**src/rtl/fir_coeff_seq_ctrl_pkg.sv**
```systemverilog
// -----------------------------------------------------------------------------
// fir_coeff_seq_ctrl_pkg
// Shared definitions for the FIR coefficient update sequencer:
//   - command-word bit positions (write toggle, commit toggle)
//   - status-word field offsets and a packing helper
//   - sequencer FSM state encoding
// -----------------------------------------------------------------------------
package fir_coeff_seq_ctrl_pkg;

   // Command word bit positions
   localparam int CMD_WR_BIT  = 31;
   localparam int CMD_CMT_BIT = 30;

   // Status word field offsets
   localparam int STAT_BANK_BIT = 31;
   localparam int STAT_PEND_BIT = 30;
   localparam int STAT_BUSY_BIT = 29;
   localparam int STAT_ERR_BIT  = 28;
   localparam int STAT_CNT_W    = 16;

   typedef enum logic [1:0] {
      ST_IDLE    = 2'd0,
      ST_WR_EVEN = 2'd1,
      ST_WR_ODD  = 2'd2
   } fsm_state_e;

   // Assemble the software-visible status word; unused middle bits read as zero.
   function automatic logic [31:0] pack_status(
      input logic                  bank,
      input logic                  pend,
      input logic                  busy,
      input logic                  err,
      input logic [STAT_CNT_W-1:0] cnt
   );
      logic [31:0] word_s;
      word_s                   = 32'd0;
      word_s[STAT_BANK_BIT]    = bank;
      word_s[STAT_PEND_BIT]    = pend;
      word_s[STAT_BUSY_BIT]    = busy;
      word_s[STAT_ERR_BIT]     = err;
      word_s[STAT_CNT_W-1:0]   = cnt;
      return word_s;
   endfunction

endpackage

```
**src/rtl/fir_coeff_seq_ctrl_if.sv**
```systemverilog
// -----------------------------------------------------------------------------
// fir_coeff_seq_ctrl_if
// Register-side inputs and coefficient-RAM-side outputs of the sequencer.
//   cmd_word    : [31] write toggle, [30] commit toggle, [TAP_AW-2:0] pair addr
//   coeff_word  : [16+COEF_W-1:16] even coef, [COEF_W-1:0] odd coef
//   sync_in     : channelizer frame sync
//   coef_we/coef_bank/coef_addr/coef_data : coefficient RAM write port
//   bank_sel    : bank the FIR reads
//   status_word : {bank_sel, swap_pending, busy, err, 12'b0, wr_count}
// master = register/system side, slave = the sequencer.
// -----------------------------------------------------------------------------
interface fir_coeff_seq_ctrl_if #(
   parameter int TAP_AW = 4,
   parameter int COEF_W = 16
) ();
   logic [31:0]       cmd_word;
   logic [31:0]       coeff_word;
   logic              sync_in;
   logic              coef_we;
   logic              coef_bank;
   logic [TAP_AW-1:0] coef_addr;
   logic [COEF_W-1:0] coef_data;
   logic              bank_sel;
   logic [31:0]       status_word;

   modport master (
      output cmd_word, coeff_word, sync_in,
      input  coef_we, coef_bank, coef_addr, coef_data, bank_sel, status_word
   );

   modport slave (
      input  cmd_word, coeff_word, sync_in,
      output coef_we, coef_bank, coef_addr, coef_data, bank_sel, status_word
   );
endinterface

```
**src/rtl/fir_coeff_seq_ctrl_toggle_edge_det.sv**
```systemverilog
// -----------------------------------------------------------------------------
// fir_coeff_seq_ctrl_toggle_edge_det
// Turns software toggle bits into one-cycle event pulses.
//   clk      : clock
//   rst      : synchronous active-high reset
//   tog_bits : live toggle bits {write, commit}
//   evt      : event pulses, high in the cycle a toggle bit changes
// -----------------------------------------------------------------------------
module fir_coeff_seq_ctrl_toggle_edge_det (
   input  logic       clk,
   input  logic       rst,
   input  logic [1:0] tog_bits,
   output logic [1:0] evt
);
   logic [1:0] ref_r;

   // Reference follows the toggle bits; during reset it preloads the live value so release is edge-free.
   always_ff @(posedge clk) begin
      if (rst) begin
         ref_r <= tog_bits;
      end else begin
         ref_r <= tog_bits;
      end
   end

   assign evt = tog_bits ^ ref_r;
endmodule

```
**src/rtl/fir_coeff_seq_ctrl.sv**
```systemverilog
// -----------------------------------------------------------------------------
// fir_coeff_seq_ctrl
// Decodes software command/coefficient registers into paired tap writes on the
// inactive FIR coefficient bank and swaps banks on the frame sync after commit.
//   OPB_Clk : clock
//   OPB_Rst : synchronous active-high reset
//   bus     : register inputs and RAM-side outputs (see fir_coeff_seq_ctrl_if)
// -----------------------------------------------------------------------------
module fir_coeff_seq_ctrl
   import fir_coeff_seq_ctrl_pkg::*;
#(
   parameter int TAP_AW = 4,
   parameter int COEF_W = 16
) (
   input  logic                 OPB_Clk,
   input  logic                 OPB_Rst,
   fir_coeff_seq_ctrl_if.slave  bus
);
   localparam int PAIR_W = TAP_AW - 1;

   fsm_state_e        state_r;
   fsm_state_e        state_nxt_s;
   logic [1:0]        evt_s;
   logic              wr_evt_s;
   logic              cmt_evt_s;
   logic              accept_s;
   logic              reject_s;
   logic [PAIR_W-1:0] pair_in_s;
   logic [COEF_W-1:0] even_in_s;
   logic [COEF_W-1:0] odd_in_s;
   logic [PAIR_W-1:0] pair_r;
   logic [COEF_W-1:0] odd_r;
   logic              coef_we_nxt_s;
   logic [TAP_AW-1:0] coef_addr_nxt_s;
   logic [COEF_W-1:0] coef_data_nxt_s;
   logic              coef_we_r;
   logic [TAP_AW-1:0] coef_addr_r;
   logic [COEF_W-1:0] coef_data_r;
   logic              busy_r;
   logic              err_r;
   logic [15:0]       wr_count_r;
   logic              cmt_req_r;
   logic              swap_pending_r;
   logic              bank_sel_r;
   logic              unused_s;

   fir_coeff_seq_ctrl_toggle_edge_det u_edge (
      .clk      (OPB_Clk),
      .rst      (OPB_Rst),
      .tog_bits ({bus.cmd_word[CMD_WR_BIT], bus.cmd_word[CMD_CMT_BIT]}),
      .evt      (evt_s)
   );

   assign wr_evt_s  = evt_s[1];
   assign cmt_evt_s = evt_s[0];
   assign pair_in_s = bus.cmd_word[PAIR_W-1:0];
   assign even_in_s = bus.coeff_word[16+COEF_W-1:16];
   assign odd_in_s  = bus.coeff_word[COEF_W-1:0];
   // Most command/coefficient bits carry no meaning here.
   assign unused_s  = ^{bus.cmd_word, bus.coeff_word};

   // The shadow bank is frozen once a swap is pending, so writes are refused then too.
   assign accept_s = (state_r == ST_IDLE) && wr_evt_s && !swap_pending_r;
   assign reject_s = wr_evt_s && (busy_r || swap_pending_r);

   // FSM state register.
   always_ff @(posedge OPB_Clk) begin
      if (OPB_Rst) begin
         state_r <= ST_IDLE;
      end else begin
         state_r <= state_nxt_s;
      end
   end

   // FSM next-state logic.
   always_comb begin
      state_nxt_s = state_r;
      case (state_r)
         ST_IDLE: begin
            if (accept_s) begin
               state_nxt_s = ST_WR_EVEN;
            end else begin
               state_nxt_s = ST_IDLE;
            end
         end
         ST_WR_EVEN: state_nxt_s = ST_WR_ODD;
         ST_WR_ODD:  state_nxt_s = ST_IDLE;
         default:    state_nxt_s = ST_IDLE;
      endcase
   end

   // FSM output decode from the next state so the RAM port is registered without extra latency.
   always_comb begin
      coef_we_nxt_s   = 1'b0;
      coef_addr_nxt_s = coef_addr_r;
      coef_data_nxt_s = coef_data_r;
      case (state_nxt_s)
         ST_WR_EVEN: begin
            // Entering from IDLE: the pair is still on the live inputs.
            coef_we_nxt_s   = 1'b1;
            coef_addr_nxt_s = {pair_in_s, 1'b0};
            coef_data_nxt_s = even_in_s;
         end
         ST_WR_ODD: begin
            coef_we_nxt_s   = 1'b1;
            coef_addr_nxt_s = {pair_r, 1'b1};
            coef_data_nxt_s = odd_r;
         end
         default: begin
            coef_we_nxt_s   = 1'b0;
            coef_addr_nxt_s = coef_addr_r;
            coef_data_nxt_s = coef_data_r;
         end
      endcase
   end

   // RAM port, capture, busy, error and write-count registers.
   always_ff @(posedge OPB_Clk) begin
      if (OPB_Rst) begin
         coef_we_r   <= 1'b0;
         coef_addr_r <= {TAP_AW{1'b0}};
         coef_data_r <= {COEF_W{1'b0}};
         pair_r      <= {PAIR_W{1'b0}};
         odd_r       <= {COEF_W{1'b0}};
         busy_r      <= 1'b0;
         err_r       <= 1'b0;
         wr_count_r  <= 16'd0;
      end else begin
         coef_we_r   <= coef_we_nxt_s;
         coef_addr_r <= coef_addr_nxt_s;
         coef_data_r <= coef_data_nxt_s;
         busy_r      <= (state_nxt_s != ST_IDLE);
         if (accept_s) begin
            pair_r <= pair_in_s;
            odd_r  <= odd_in_s;
         end
         if (reject_s) begin
            err_r <= 1'b1;
         end
         if (state_r == ST_WR_ODD) begin
            wr_count_r <= wr_count_r + 16'd1;
         end
      end
   end

   // Commit request, swap-pending and bank-select tracking.
   always_ff @(posedge OPB_Clk) begin
      if (OPB_Rst) begin
         cmt_req_r      <= 1'b0;
         swap_pending_r <= 1'b0;
         bank_sel_r     <= 1'b0;
      end else begin
         // A request only becomes pending between writes, so an in-flight pair always lands first.
         if ((state_r == ST_IDLE) && cmt_req_r) begin
            cmt_req_r      <= 1'b0;
            swap_pending_r <= 1'b1;
         end else if (cmt_evt_s && !cmt_req_r && !swap_pending_r) begin
            cmt_req_r <= 1'b1;
         end
         // Pending and request are mutually exclusive, so this never collides with the set above.
         if (bus.sync_in && swap_pending_r) begin
            bank_sel_r     <= ~bank_sel_r;
            swap_pending_r <= 1'b0;
         end
      end
   end

   assign bus.coef_we     = coef_we_r;
   assign bus.coef_addr   = coef_addr_r;
   assign bus.coef_data   = coef_data_r;
   assign bus.bank_sel    = bank_sel_r;
   assign bus.coef_bank   = ~bank_sel_r;
   assign bus.status_word = pack_status(bank_sel_r, swap_pending_r, busy_r, err_r, wr_count_r);
endmodule

```
**src/flat_wrapper.sv**
```systemverilog
// flat-port wrapper written by rule: the top's interface ports become plain ports
module fir_coeff_seq_ctrl_flat import fir_coeff_seq_ctrl_pkg::*;
#(
   parameter int TAP_AW = 4,
   parameter int COEF_W = 16
)
  (OPB_Clk, OPB_Rst, bus_cmd_word, bus_coeff_word, bus_sync_in, bus_coef_we, bus_coef_bank, bus_coef_addr, bus_coef_data, bus_bank_sel, bus_status_word);
  fir_coeff_seq_ctrl_if #(.TAP_AW(TAP_AW), .COEF_W(COEF_W)) bus_i ();
  input  logic OPB_Clk;
  input  logic OPB_Rst;
  input wire logic [$bits(bus_i.cmd_word)-1:0] bus_cmd_word;
  input wire logic [$bits(bus_i.coeff_word)-1:0] bus_coeff_word;
  input wire logic [$bits(bus_i.sync_in)-1:0] bus_sync_in;
  output wire logic [$bits(bus_i.coef_we)-1:0] bus_coef_we;
  output wire logic [$bits(bus_i.coef_bank)-1:0] bus_coef_bank;
  output wire logic [$bits(bus_i.coef_addr)-1:0] bus_coef_addr;
  output wire logic [$bits(bus_i.coef_data)-1:0] bus_coef_data;
  output wire logic [$bits(bus_i.bank_sel)-1:0] bus_bank_sel;
  output wire logic [$bits(bus_i.status_word)-1:0] bus_status_word;
  assign bus_i.cmd_word = bus_cmd_word;
  assign bus_i.coeff_word = bus_coeff_word;
  assign bus_i.sync_in = bus_sync_in;
  assign bus_coef_we = bus_i.coef_we;
  assign bus_coef_bank = bus_i.coef_bank;
  assign bus_coef_addr = bus_i.coef_addr;
  assign bus_coef_data = bus_i.coef_data;
  assign bus_bank_sel = bus_i.bank_sel;
  assign bus_status_word = bus_i.status_word;
  fir_coeff_seq_ctrl #(.TAP_AW(TAP_AW), .COEF_W(COEF_W)) u_core (.OPB_Clk(OPB_Clk), .OPB_Rst(OPB_Rst), .bus(bus_i));
endmodule
```
**config.mk**
```make
export PLATFORM = sky130hd
export DESIGN_NAME = fir_coeff_seq_ctrl_flat
export DESIGN_NICKNAME = d
export VERILOG_FILES = /design/src/rtl/fir_coeff_seq_ctrl_pkg.sv /design/src/rtl/fir_coeff_seq_ctrl_if.sv /design/src/rtl/fir_coeff_seq_ctrl_toggle_edge_det.sv /design/src/rtl/fir_coeff_seq_ctrl.sv /design/src/flat_wrapper.sv
export SDC_FILE = /design/constraint.sdc
export NUM_CORES = 1
export LEC_CHECK = 0
export CORE_MARGIN = 3
export CORE_UTILIZATION = 43
export CTS_BUF_LIST = sky130_fd_sc_hd__clkbuf_2 sky130_fd_sc_hd__clkbuf_4 sky130_fd_sc_hd__clkbuf_8
export CTS_CLUSTER_DIAMETER = 80
export DETAILED_ROUTE_END_ITERATION = 8
export GPL_ROUTABILITY_DRIVEN = 0
export PLACE_DENSITY = 0.86
export SETUP_SLACK_MARGIN = 0.15
export SYNTH_ARGS = -nofsm -noshare
export SYNTH_HDL_FRONTEND = slang
export SYNTH_HIERARCHICAL = 1
export SYNTH_SLANG_ARGS = --single-unit
```
**constraint.sdc**
```tcl
create_clock -name OPB_Clk -period 3 [get_ports OPB_Clk]
set_input_delay 0.9 -clock OPB_Clk [delete_from_list [all_inputs] [get_ports OPB_Clk]]
set_output_delay 0.9 -clock OPB_Clk [all_outputs]
set_load 0.05 [all_outputs]
```
==> run metrics, run 1 <==
Syn Inst Count=308; Bufs and invs on worst path=1; CP Max Fanout=7; Post-DP HPWL=4270 microns; CP peak stage delay=860 ps; nets=roughly 450; Synth area leader=dfxtp_1; Seq cells post-synth=between 60 and 70; layout cells sized above 1=0.07990; GRT Overall Usage=0.1672; Chip Width=85.59 microns; initial antenna violation count=0; Avg WL per Cell=approximately 13 microns; IO buf count=82; Worst VDD drop=0.3331 mV; drt first pass iters=4; Clock Tree Root=clkbuf_8; clock sinks=65; io pins=~120; Layout area overhead=37.71%; unrepaired setup endpoints after global routing=false; final setup fails=0; dpl cells=447; clk_lat worst skew=340 ps; synth cell count leaders=dfxtp_1 (65), nand2_1 (45), nor2_1 (45), a21oi_1 (25), mux2i_1 (20); CTS max path bufs=2; grt ovf=0; Hold Path Class=register to register; yosys warns=6; post-synthesis sequential area ratio=0.4777; Post-CTS Resized=0; CORE AREA=between 6000 and 7000 sq um; cts hold-fix bufs=0; Critical Path AT=1700 ps; Post-synth EDFFs=0; top cells by area, synth=dfxtp_1 (48%), mux2i_1 (7.3%), nand2_1 (6.2%), nor2_1 (6.2%), a211oi_1 (5.2%); TritonCTS clock tree=yes; final slew viol count=0; clock transition at the registers of the reported paths=~70 ps; DRC errors left=0; outcome=complete, no violations; clk_skew=8.499 ps; syn_area_per_cell=8.844 sq um; Routed Antenna Nets=0; Max-cap violations=0; Num CTS Buffers=9; worst rel slew slack=0.6392; Slowest-stage cell, CP=clkdlybuf4s50_1; first-pass GRT wire length=9735 microns; drt total wl=between 6000 and 7000 microns; Peak Freq=384.0 MHz; postcts setup bufs=0; post-synthesis cell type count=35; ys async rst share=0; Setup TNS Final=0 ps; Synth top area share=0.4777; delay-heaviest family, CP=buffers and inverters; number of global-route vias before repair=2144; type of destination of the critical path=primary output; Pleak=approximately 1.5 nW; die area=7326 sq um; Cell Chain, Critical Path=clkdlybuf4s50_1; fin cells=463; H-tree depth=3; Final Util=0.6225; fill count=between 500 and 600; ys flop type=dfxtp_1; PD cells=slightly below 700 nW/um^2; worst-margin pin slew=539.6 ps; Final period util=0.8681; Worst Setup Start Kind=register; # rows=28; Setup CP Type=register to primary output; Register Area=approximately 1300 sq um; DR vias/cell=roughly 4.9; Initial Utilization=0.4520; area of the multi-input gates=1237 sq um; Die H=85.59 microns; initial DRC count=66; count leader, synth=dfxtp_1; pin count of the biggest net entering global routing=44; Final Hold Viols=0; Vias=2250; Crit path required time=between 2000 and 2500 ps; Cell Area, Synth=2724 sq um; Ant. Diodes=0; Tmin final=approximately 2600 ps
==> logic make-up (layout without fill, tap and decap cells) <==
group                    Yosys count  after routing  synth area share
multiplexers                      22             22           0.08176
flip-flops                        65             65            0.4777
XOR/XNOR                          14             14           0.04502
adder cells (fa/ha/maj)            2              2          0.009185
AND/OR/NAND/NOR                  113            113            0.1893
other                              1             12          0.001377
AO/OA/AOI/OAI                     49             49            0.1102
buffers and inverters             42            111           0.08544
==> flip-flops by register name (all words and copies together), names as in the netlist, 2 cells and up <==
register              flops
u_core/bus.coef_data     16
u_core/pair_r             3
u_core/bus.coef_addr      4
u_core/u_edge/ref_r       2
u_core/wr_count_r        16
u_core/state_r            2
u_core/odd_r             16
==> metal layers <==
metal	GRT usage	up-vias	share of wire
met3	0.04995	9	0.057
met4	0.07626	0	0.020
met2	0.3037	60	0.51
li1	-	1157	-
met5	0	-	0
met1	0.1766	1024	0.42
==> cell usage in the layout, fill, tap and decap left out, drive strengths merged, types with 3 or more instances in the layout <==
cell | netlist | routed
clkbuf | 10 | 9
conb | 1 | 12
nor3 | 4 | 4
inv | 7 | 7
clkinvlp | 0 | 4
a211oi | 19 | 19
xor2 | 7 | 7
nand4 | 5 | 5
buf | 25 | 7
mux2i | 20 | 20
a21oi | 25 | 25
nor2 | 45 | 45
dfxtp | 65 | 65
nand2 | 45 | 45
clkdlybuf4s50 | 0 | 81
xnor2 | 7 | 7
o21ai | 3 | 3
==> report_power, final <==
part / internal [mW] / total (mW) / switching, mW
clock: 0.465 / 0.803 / 0.338
sequential: 0.956 / 1.01 / 0.0539
combinational: 0.267 / 0.726 / 0.459
==> layout make-up <==
cell class                 count  area share
inverter                       7    0.007005
multi-input combinational    212      0.3299
clock inverter                 7     0.02535
tap                           75     0.02502
sequential                    65      0.3469
timing repair buffer          88      0.2328
clock buffer                   9     0.03302
==> final timing paths <==
path	start	endpoint	slack (ps)	cells after the start
setup / recovery	u_core/wr_count_r[2]	bus_status_word[2]	400	1
setup reg to reg	u_core/u_edge/ref_r[1]	u_core/bus.coef_data[3]	1150	7
hold reg to reg	u_core/err_r	u_core/err_r	450	2
hold / removal	u_core/err_r	u_core/err_r	450	2
==> metrics by stage <==
step	setup WS (ps)	cell area, sq um	hold WS (ps)	power, mW
2_1_floorplan	257.0	2765	425.9	1.529
3_3_place_gp	154.0	3532	438.8	1.748
3_5_place_dp	78.67	3532	445.8	1.762
4_1_cts	386.0	3751	453.0	2.565
5_1_grt	226.3	3751	474.6	2.653
6_report	395.7	3751	451.3	2.540
No activity file was read; power rests on OpenSTA's default activity.
==> inputs of run 2 (changes only) <==
- CORE_UTILIZATION: 43 -> 42
- CTS_BUF_LIST: sky130_fd_sc_hd__clkbuf_2 sky130_fd_sc_hd__clkbuf_4 sky130_fd_sc_hd__clkbuf_8 -> sky130_fd_sc_hd__clkbuf_16
- PLACE_DENSITY: 0.86 -> 0.85
==> run 2 against run 1 <==
  * Clock power increased by 10%
  * Sequential share of layout area decreased by 0.34 points
  * Non-clock buffer count unchanged
  * Flip-flop and latch count unchanged
  * Largest cell class unchanged
==> run metrics, run 2 (same netlist as run 1, synthesis figures left out) <==
Crit path required time=3220 ps; CORE AREA=roughly 6000 sq um; Routed Antenna Nets=0; PD cells=693.1 nW/um^2; number of cells on the critical path=8; Setup TNS Final=0 ps; io pins=122; Pleak=1.540 nW; worst r2r path cells=7; pin count of the biggest net entering global routing=39; DRC errors left=0; Layout area overhead=39.09%; Tmin final=2573 ps; fill count=between 500 and 600; H-tree depth=3; number of global-route vias before repair=approximately 2.3k; clk_skew=7.937 ps; delay-heaviest family, CP=buffers and inverters; IO buf count=82; nets=452; Bufs and invs on worst path=3; # rows=28; clock transition at the registers of the reported paths=50 ps; depth of the worst hold-timing path=2; most common cell after layout, fill and taps aside=clkdlybuf4s50_1; initial antenna violation count=0; drt first pass iters=4; Avg WL per Cell=13.17 microns; unrepaired setup endpoints after global routing=false; CP Max Fanout=12; Logic pwr share=0.278; Internal Pwr Total=1.768 mW; Clock Tree Root=clkbuf_16; clk_lat worst skew=310 ps; first-pass GRT wire length=between 10000 and 15000 microns; Setup crit start=bus_cmd_word[31]; worst-margin pin slew=533.1 ps; CTS max path bufs=2; Fin Hold WS=roughly 450 ps; Post-CTS Resized=0; Worst VDD drop=between 0.4 and 0.5 mV; Final Hold Viols=0; worst rel slew slack=0.6435; TritonCTS clock tree=yes; clock sinks=65; Peak Freq=about 400 MHz; outcome=complete, no violations; postcts setup bufs=0; Worst Setup Start Kind=input port; Clk network pwr share=0.337; Post-DP HPWL=4319 microns; Final period util=0.8578; Die H=86.53 microns; DR vias/cell=4.940; GRT Overall Usage=0.1671; r2r startpoint=u_core/u_edge/ref_r[1]; Chip Width=about 87 microns; switching power total=0.8577 mW; Cell Chain, Critical Path=clkdlybuf4s50_1 -> xor2_1 -> nor4b_2 -> inv_1 -> ha_1 -> buf_4 -> nor2_1 -> a211oi_1; Max-cap violations=0; Setup CP Type=input port to register; source of the worst hold timing path=u_core/err_r; final slew viol count=0; Critical Path AT=2790 ps; sequential power share=0.385; final setup fails=0; most frequent cells in the layout=clkdlybuf4s50_1 (81), dfxtp_1 (65), nor2_1 (45), nand2_1 (45), a21oi_1 (25); Initial Utilization=0.4468; type of destination of the critical path=register; grt ovf=0; cts hold-fix bufs=0; Final Util=0.6215; Hold Path Class=register to register; die area=between 7000 and 8000 sq um; Slowest-stage cell, CP=clkdlybuf4s50_1; drt total wl=6098 microns; Num CTS Buffers=9; Vias=2287; Ant. Diodes=0; initial DRC count=45; Switching Share=0.3266; layout cells sized above 1=0.07216; CP peak stage delay=around 480 ps
run 2: area by class of cell:
type / instances / area [sq um] / area share
Inverter: 7 / 26.28 / 0.006935
Clock inverter: 7 / 31.28 / 0.008256
Clock buffer: 9 / 225.2 / 0.05945
Multi-Input combinational cell: 212 / 1237 / 0.3266
Timing Repair Buffer: 88 / 873.3 / 0.2305
Tap cell: 75 / 93.84 / 0.02477
Sequential cell: 65 / 1301 / 0.3435
run 2: metal layers:
layer | track usage | up-vias | wire, microns
met5 | 0 | - | 0
met4 | 0.05666 | 0 | 52
met3 | 0.04848 | 6 | 333
met2 | 0.3004 | 68 | 3142
met1 | 0.1878 | 1054 | 2569
li1 | - | 1159 | -
run 2: power groups by stage:
stage               logic [mW]  registers, mW  clock network, mW
finish                   0.730           1.01              0.884
floorplan                0.309           1.22                  0
detailed placement       0.734           1.03                  0
global route             0.781           1.02              0.939
CTS                      0.737           1.01              0.905
global placement         0.722           1.03                  0
run 2: tightest hold or removal path: cells and delay by family, from the launching register on:
kind                   cells  cell delay [ps]
buffers and inverters      1               50
flip-flops                 1              310
AO/OA/AOI/OAI              1               50
run 2: path summary, 6_finish.rpt:
path                                           endpoint  slack (ps)
worst max-delay path            u_core/bus.coef_data[2]         430
worst min-delay path                       u_core/err_r         450
worst max register to register  u_core/bus.coef_data[2]        1200
worst min register to register             u_core/err_r         450
run 2: per-stage QoR:
stage	setup slack (ps)	std cells	total power [mW]	cell area, sq um
after floorplan	257.0	319	1.529	2765
after global placement	143.2	447	1.748	3532
after detailed placement	72.27	447	1.763	3532
after CTS	392.3	463	2.654	3789
after global routing	258.1	463	2.743	3789
final	426.6	463	2.626	3789
==> inputs of run 3 (changes only) <==
- CORE_UTILIZATION: 42 -> 45
- PLACE_DENSITY: 0.85 -> 0.9
- RECOVER_POWER: unset -> 25
- clock period: 3 -> 3.15 ns (I/O delays scaled with it)
==> run 3 against run 2 <==
  * Register-to-register slack better by 70 ps
  * Critical endpoint is now u_core/bus.coef_data[14]
  * Combinational power down 5.2%
  * Worst setup slack got worse by 41 ps
  * Sequential power down 5%
  * Largest cell class unchanged
  * Critical path depth stayed put
  * Final area rose by 3.2%
  * First-iteration DRC count is 130% higher
==> run metrics, run 3 (same netlist as run 1, synthesis figures left out) <==
r2r setup slk=1270 ps; number of global-route vias before repair=2140; Initial Utilization=0.4799; H-tree depth=3; Final Hold Viols=0; clock sinks=between 60 and 70; Die H=83.80 microns; IO buf count=about 80; Hold Path Class=register to register; unrepaired setup endpoints after global routing=false; Crit path required time=3360 ps; # rows=27; Post-DP HPWL=4348 microns; clk_lat worst skew=320 ps; Layout area overhead=43.50%; Clock Tree Root=clkbuf_16; clock transition at the registers of the reported paths=around 60 ps; initial DRC count=102; Routed Antenna Nets=0; DR vias/cell=5.031; CORE AREA=approximately 5700 sq um; final setup fails=0; Peak Freq=361.8 MHz; first-pass GRT wire length=10050 microns; worst setup margin=between 300 and 400 ps; CTS max path bufs=2; Fin Hold WS=450.4 ps; Pleak=between 1.5 and 2 nW; Max-cap violations=0; initial antenna violation count=0; fill count=455; die area=7022 sq um; Worst Setup Start Kind=input port; Num CTS Buffers=9; Setup TNS Final=0 ps; dpl cells=443; Worst VDD drop=0.4553 mV; Setup CP Type=input port to register; cts hold-fix bufs=0; Placed Area=around 3500 sq um; postcts setup bufs=0; layout cells sized above 1=0.07494; GRT Overall Usage=0.1774; final instance area=3909 sq um; drt first pass iters=4; CP Max Fanout=38; Chip Width=~84 microns; fin cells=459; PD cells=about 750 nW/um^2; most frequent cells in the layout=clkdlybuf4s50_1 (79), dfxtp_1 (65), nor2_1 (45), nand2_1 (45), a21oi_1 (25); pin count of the biggest net entering global routing=39; Vias=2309; DRC errors left=0; Post-Place Worst Slack=~170 ps; outcome=complete, no violations; Critical Path AT=2980 ps; most common cell after layout, fill and taps aside=clkdlybuf4s50_1; io pins=~120; Ant. Diodes=0; type of destination of the critical path=register; Post-CTS Resized=0; worst rel slew slack=0.1129; worst-margin pin slew=1331 ps; TritonCTS clock tree=yes; final slew viol count=0; grt ovf=0; Tmin final=2764 ps; drt total wl=6178 microns; nets=451; clk_skew=7.748 ps; Avg WL per Cell=13.46 microns; Final period util=0.8775
[run 3: changes by cell type in the layout (fill, tap and decap cells not counted), moves of 2 or more]
cell | previous run | this run
clkinv_2 | 4 | 0
buf_4 | 5 | 3
clkdlybuf4s50_1 | 81 | 79
dlygate4sd3_1 | 0 | 2
inv_1 | 10 | 7
bufinv_16 | 0 | 5
[run 3: power by group]
| part | total (mW) | switching, mW | leakage [nW] | internal, mW |
|---|---|---|---|---|
| registers | 0.964 | 0.0517 | 0.533 | 0.913 |
| clock network | 1.28 | 0.346 | 0.186 | 0.934 |
| logic | 0.692 | 0.443 | 0.856 | 0.249 |
| total | 2.94 | 0.840 | 1.58 | 2.10 |
[run 3: area by class of cell]
class	count	area (sq um)	area share
flip-flops and latches	65	1301	0.3329
multi-input cells	212	1237	0.3166
repair buffers	87	862.1	0.2206
clock buffers	9	225.2	0.05762
clock inverters	7	166.4	0.04257
well taps	72	90.09	0.02305
inverters	7	26.28	0.006722
[run 3: final timing paths]
path	end	cells after the start	from
min reg2reg	u_core/err_r	2	u_core/err_r
min	u_core/err_r	2	u_core/err_r
max	u_core/bus.coef_data[14]	8	bus_cmd_word[31]
max reg2reg	u_core/bus.coef_data[14]	7	u_core/u_edge/ref_r[1]
[run 3: per-layer routing]
layer / part of all wire / vias up / GRT usage
met2: 0.52 / 68 / 0.3066
met1: 0.41 / 1076 / 0.1998
li1: - / 1154 / -
met3: 0.052 / 11 / 0.06022
met4: 0.017 / 0 / 0.07018
met5: 0 / - / 0
[run 3: critical path, stage by stage]
cell and delay [ps]:
dlygate4sd3_1 560, xor2_1 180, nor4b_2 290, inv_1 110
ha_1 360, buf_12 210, nor2_1 70, a211oi_1 250
[run 3: per-stage QoR]
| step | utilization | total power, mW |
|---|---|---|
| final | 0.6887 | 2.936 |
| after global routing | 0.6887 | 3.054 |
| after CTS | 0.6916 | 2.966 |
| after detailed placement | 0.6226 | 1.678 |
| after global placement | 0.6226 | 1.664 |
| after floorplan | - | 1.457 |
